--- src/rtl/cpu_bus_arbiter.sv ---
// cpu_bus_arbiter: shares the single-strobe CPU register bus between two
// requesters (0 = host AXI-Lite bridge, 1 = internal command/DMA engine).
// Each transaction runs IDLE -> STROBE -> RESP -> IDLE: one arbitration
// cycle, one bus strobe, then a held response until the requester takes it.
//
// Build option: define CPU_ARB_RR_EN for round-robin arbitration between
// simultaneous requesters; without it requester 0 has fixed priority.

module cpu_bus_arbiter #(
    parameter int ADDR_W = 16,
    parameter int DATA_W = 32
) (
    input  logic              clk,
    input  logic              resetn,

    // requester 0 (host bridge)
    input  logic              req0_valid,
    input  logic              req0_write,
    input  logic [ADDR_W-1:0] req0_addr,
    input  logic [DATA_W-1:0] req0_wdata,
    output logic              req0_ready,
    output logic              req0_rvalid,
    output logic [DATA_W-1:0] req0_rdata,
    input  logic              req0_rready,

    // requester 1 (internal engine)
    input  logic              req1_valid,
    input  logic              req1_write,
    input  logic [ADDR_W-1:0] req1_addr,
    input  logic [DATA_W-1:0] req1_wdata,
    output logic              req1_ready,
    output logic              req1_rvalid,
    output logic [DATA_W-1:0] req1_rdata,
    input  logic              req1_rready,

    // register bus toward the address decode
    output logic              CPURead,
    output logic              CPUWrite,
    output logic [ADDR_W-1:0] CPUAddress,
    output logic [DATA_W-1:0] CPUWriteData,
    input  logic [DATA_W-1:0] CPUReadData,

    output logic              arb_busy
);

    typedef enum logic [1:0] {
        IDLE   = 2'd0,
        STROBE = 2'd1,
        RESP   = 2'd2
    } state_t;

    state_t state;
    state_t state_nxt;

    logic   grant;      // requester owning the current transaction
    logic   lat_write;  // latched direction of the current transaction
    logic   any_valid;
    logic   win;        // arbitration result, meaningful only when any_valid
    logic   resp_ack;   // granted requester takes the response

`ifdef CPU_ARB_RR_EN
    logic   last_grant; // requester served by the most recent transaction
`endif

    assign any_valid = req0_valid | req1_valid;
    assign resp_ack  = grant ? req1_rready : req0_rready;

    // Pick the winner among the currently valid requesters.
    always_comb begin
        // NOTE: every signal written here gets a default first so no path
        // through the block can leave it unassigned and infer a latch.
        win = 1'b0;
`ifdef CPU_ARB_RR_EN
        if (req0_valid && req1_valid) begin
            win = ~last_grant;
        end else begin
            win = ~req0_valid;  // a lone valid requester always wins
        end
`else
        win = ~req0_valid;      // requester 0 wins whenever it is valid
`endif
    end

    // Next-state decode for the transaction sequencer.
    always_comb begin
        state_nxt = state;
        unique case (state)
            IDLE: begin
                if (any_valid) begin
                    state_nxt = STROBE;
                end
            end
            STROBE: begin
                state_nxt = RESP;       // the strobe is exactly one cycle
            end
            RESP: begin
                if (resp_ack) begin
                    state_nxt = IDLE;   // new requests are ignored until here
                end
            end
            default: begin
                state_nxt = IDLE;
            end
        endcase
    end

    // State register; reset drops any in-flight transaction immediately.
    always_ff @(posedge clk or negedge resetn) begin
        // NOTE: sequential state uses non-blocking assignments so every
        // register samples the pre-edge values regardless of block order.
        if (!resetn) begin
            state <= IDLE;
        end else begin
            state <= state_nxt;
        end
    end

    // Bus-side and handshake outputs, decoded from state and latched fields.
    always_comb begin
        // NOTE: these depend only on registered values, never on the request
        // inputs, so an asynchronous reset clears the strobes at once and no
        // requester-to-bus combinational path exists.
        CPURead     = 1'b0;
        CPUWrite    = 1'b0;
        req0_ready  = 1'b0;
        req1_ready  = 1'b0;
        req0_rvalid = 1'b0;
        req1_rvalid = 1'b0;
        arb_busy    = (state != IDLE);
        if (state == STROBE) begin
            CPUWrite   = lat_write;
            CPURead    = ~lat_write;
            req0_ready = ~grant;
            req1_ready = grant;
        end
        if (state == RESP) begin
            req0_rvalid = ~grant;
            req1_rvalid = grant;
        end
    end

    // Latch the winner's payload in the arbitration cycle; the bus address
    // and write data then hold until the next transaction is accepted.
    always_ff @(posedge clk or negedge resetn) begin
        if (!resetn) begin
            grant        <= 1'b0;
            lat_write    <= 1'b0;
            CPUAddress   <= '0;
            CPUWriteData <= '0;
        end else if (state == IDLE && any_valid) begin
            grant        <= win;
            lat_write    <= win ? req1_write : req0_write;
            CPUAddress   <= win ? req1_addr  : req0_addr;
            CPUWriteData <= win ? req1_wdata : req0_wdata;
        end
    end

    // Capture the response for the granted requester at the end of STROBE;
    // the other requester's last response is left untouched.
    always_ff @(posedge clk or negedge resetn) begin
        if (!resetn) begin
            req0_rdata <= '0;
            req1_rdata <= '0;
        end else if (state == STROBE) begin
            if (grant) begin
                req1_rdata <= lat_write ? '0 : CPUReadData;
            end else begin
                req0_rdata <= lat_write ? '0 : CPUReadData;
            end
        end
    end

`ifdef CPU_ARB_RR_EN
    // Remember who was served once its response handshake completes; the
    // reset value makes requester 0 win the first contested arbitration.
    always_ff @(posedge clk or negedge resetn) begin
        if (!resetn) begin
            last_grant <= 1'b1;
        end else if (state == RESP && resp_ack) begin
            last_grant <= grant;
        end
    end
`endif

endmodule
--- config.mk ---
export PLATFORM = sky130hd
export DESIGN_NAME = cpu_bus_arbiter
export DESIGN_NICKNAME = d
export VERILOG_FILES = /design/src/rtl/cpu_bus_arbiter.sv
export SDC_FILE = /design/constraint.sdc
export NUM_CORES = 1
export LEC_CHECK = 0
export ABC_AREA = 1
export CAP_MARGIN = 20
export CORE_ASPECT_RATIO = 0.7
export CORE_UTILIZATION = 23
export CTS_BUF_LIST = sky130_fd_sc_hd__clkbuf_16
export DETAILED_ROUTE_END_ITERATION = 12
export PLACE_DENSITY = 0.53
export SYNTH_ARGS = -nofsm -noshare
export SYNTH_HDL_FRONTEND = slang
export SYNTH_SLANG_ARGS = --single-unit
export TNS_END_PERCENT = 30
--- constraint.sdc ---
create_clock -name clk -period 3.6 [get_ports clk]
set_input_delay 1.08 -clock clk [delete_from_list [all_inputs] [get_ports clk]]
set_output_delay 1.08 -clock clk [all_outputs]
set_load 0.05 [all_outputs]
==> reports/qor.yml <==
synthesis:
  syn_area_um2: 5320
  yosysTopAreaCell: "dfrtp_1"
  yosys-top-cells-area: "dfrtp_1 55%, nand2_1 35%, nor2_1 2.8%"
  synthesis.nets: 869
  yosys_register_bits: 116
  syn_area_per_cell_um2: 7.26
  postSynthCellCount: 733
  seq_area_frac_synth: 0.545
  ys_warn_count: 0
  synth.distinct_cells: 14
  synth_top_cell_area_share: 0.545
place:
  port_buffers: 254
  place_hpwl_um: 12500
  gp_congestion: 0.762
  placedCellCount: 1273
final_layout:
  final_common_cell: "nand2_1"
  nets: 1116
  diodes: 0
  area_delta_synth_final_pct: 64.2
  final_cell_mix: "496 x nand2_1, 249 x clkdlybuf4s50_1, 116 x dfrtp_1"
  layout-drive-gt1-share: 0.0534
  fillers: 2364
  stdcell_count: 1305
setup_path:
  required_ns: 2.52
  crit_fanout: 4
  crit_type: "flop to primary output"
  reg2reg_from: "state[1]"
  r2r_cells: 5
  r2r_slack_ns: 1.92
  endpoint_kind: "primary output"
  crit_arrival_ns: 1.98
  timing.rr.end: "CPUAddress[6]"
  start_kind: "flop"
detailed_routing:
  vias_per_cell: 3.98
  route.detailed.drc: 0
  wire_per_inst_um: 13.8
  finalWirelength_um: 18000
  dr_total_vias: 5194
  drt-initial-drc-count: 229
  drt-pass1-iter-count: 4
  ant_nets: 0
clock_network:
  clock_path_buffers: 2
  numClockSinks: 116
  htree_levels: 4
  cts_buffers: 17
  cts_tree: "yes"
  clockRootBuffer: "clkbuf_16"
  ctsHoldBuffers: 0
  clk_pin_slew_ns: 0.06
  clkLatencyLatePin_ns: 0.41
  cts_setup_buffers: 0
  cts-resized-gates: 0
grt:
  grt_pass1_vias: 4988
  grt_overflow_total: 0
  grtUsageTotal: 0.154
  antenna_found_initial: 0
  grt_max_degree: 51
  grt_pass1_wl_um: 27900
hold_path:
  hold_depth: 2
  hp-start: "req0_rdata[23]"
  min_to: "req0_rdata[23]"
  min_path_type: "flop to flop"
timing:
  relSlewSlack: 0.526
  rsz0062_at_grt: "no"
  post-route-period-util: 0.851
  tightest_slew_ns: 0.709
  clock.fmax_mhz: 326
  period_minus_slack_ns: 3.06
  finalHoldViolCount: 0
  setup_viol: 0
  final.setup.tns_ns: 0
  clock_skew_ns: 0.0101
  maxSlewViolCount: 0
die:
  die_area_um2: 23800
  fp.dieH_um: 129
  ios: 255
  rows: 46
  dieWidth_um: 184
  initial_utilization: 0.235
  core_um2: 22700
pwr:
  p_per_area_nw_per_um2: 1010
  vdd_drop_max_uv: 376
  leakage_nw: 4.50
outcome:
  status: "complete, no violations"
run:
  maxCapViolCount: 0
==> kinds of logic (layout without fill, tap and decap cells) <==
| kind of cell | after synthesis | count (layout) | share of synthesized area |
|---|---|---|---|
| AO/OA/AOI/OAI | 1 | 1 | 0.00141 |
| buffers and inverters | 75 | 335 | 0.0677 |
| flip-flops | 116 | 116 | 0.545 |
| AND/OR/NAND/NOR | 541 | 541 | 0.386 |
==> flip-flops by register name, summed over array words and instances (netlist names) <==
name          flops
lat_write         1
req1_rdata       32
req0_rdata       32
CPUWriteData     32
state             2
grant             1
CPUAddress       16
==> cell type report <==
cell class | count | area (um2) | share of cell area
sequential | 116 | 2900 | 0.332
timing repair buffer | 265 | 2640 | 0.301
multi-input combinational | 542 | 2070 | 0.236
clock buffer | 17 | 425 | 0.0487
tap | 312 | 390 | 0.0447
clock inverter | 15 | 179 | 0.0205
inverter | 38 | 143 | 0.0163
==> report_power, final <==
part | leakage, nW | internal, W | switching [W]
Clock | 0.291 | 0.00109 | 0.000657
Combinational | 2.74 | 0.00149 | 0.00337
Sequential | 1.47 | 0.00189 | 0.000328
Total | 4.50 | 0.00447 | 0.00435
==> cell usage after synthesis <==
library cell	number
nand2_1	497
dfrtp_1	116
nor2_1	39
inv_1	35
buf_2	21
buf_4	8
clkbuf_1	5
buf_6	3
inv_2	3
nor2_4	2
nand2_2	1
nand3_1	1
nor2_2	1
o21bai_1	1
==> routing by layer <==
| layer | GRT usage | part of all wire | vias to the layer above |
|---|---|---|---|
| met5 | 0 | 0 | - |
| met4 | 0.0426 | 0.010 | 0 |
| met3 | 0.0672 | 0.10 | 12 |
| met2 | 0.224 | 0.41 | 178 |
| met1 | 0.206 | 0.48 | 2353 |
| li1 | - | - | 2651 |
==> worst max-delay path, stage by stage (launching register included) <==
cell and delay [ns]:
dfrtp_1 0.40, inv_2 0.06, nand2_1 0.14, nor2_1 0.13, clkdlybuf4s50_1 0.83
==> through the flow <==
stage / setup WS, ns / utilization / instance area [um2] / hold WS, ns / total power, W
3_5_place_dp: 0.879 / 0.359 / 8140 / 0.465 / 0.00715
2_1_floorplan: 1.18 / - / 5320 / 0.535 / 0.00536
3_3_place_gp: 0.913 / 0.359 / 8140 / 0.463 / 0.00713
5_1_grt: 0.422 / 0.386 / 8740 / 0.491 / 0.00932
4_1_cts: 0.493 / 0.386 / 8740 / 0.479 / 0.00895
6_report: 0.537 / 0.386 / 8740 / 0.476 / 0.00882
==> worst max-delay path by stage <==
| stage | startpoint | endpoint | slack [ns] |
|---|---|---|---|
| floorplan | lat_write | CPUWrite | 1.18 |
| global placement | req1_valid | CPUWriteData[24] | 0.91 |
| detailed placement | req1_valid | CPUAddress[6] | 0.88 |
| CTS | state[1] | CPURead | 0.49 |
| global route | state[1] | CPURead | 0.42 |
| finish | state[1] | CPURead | 0.54 |
(Power assumes the default switching activity.)
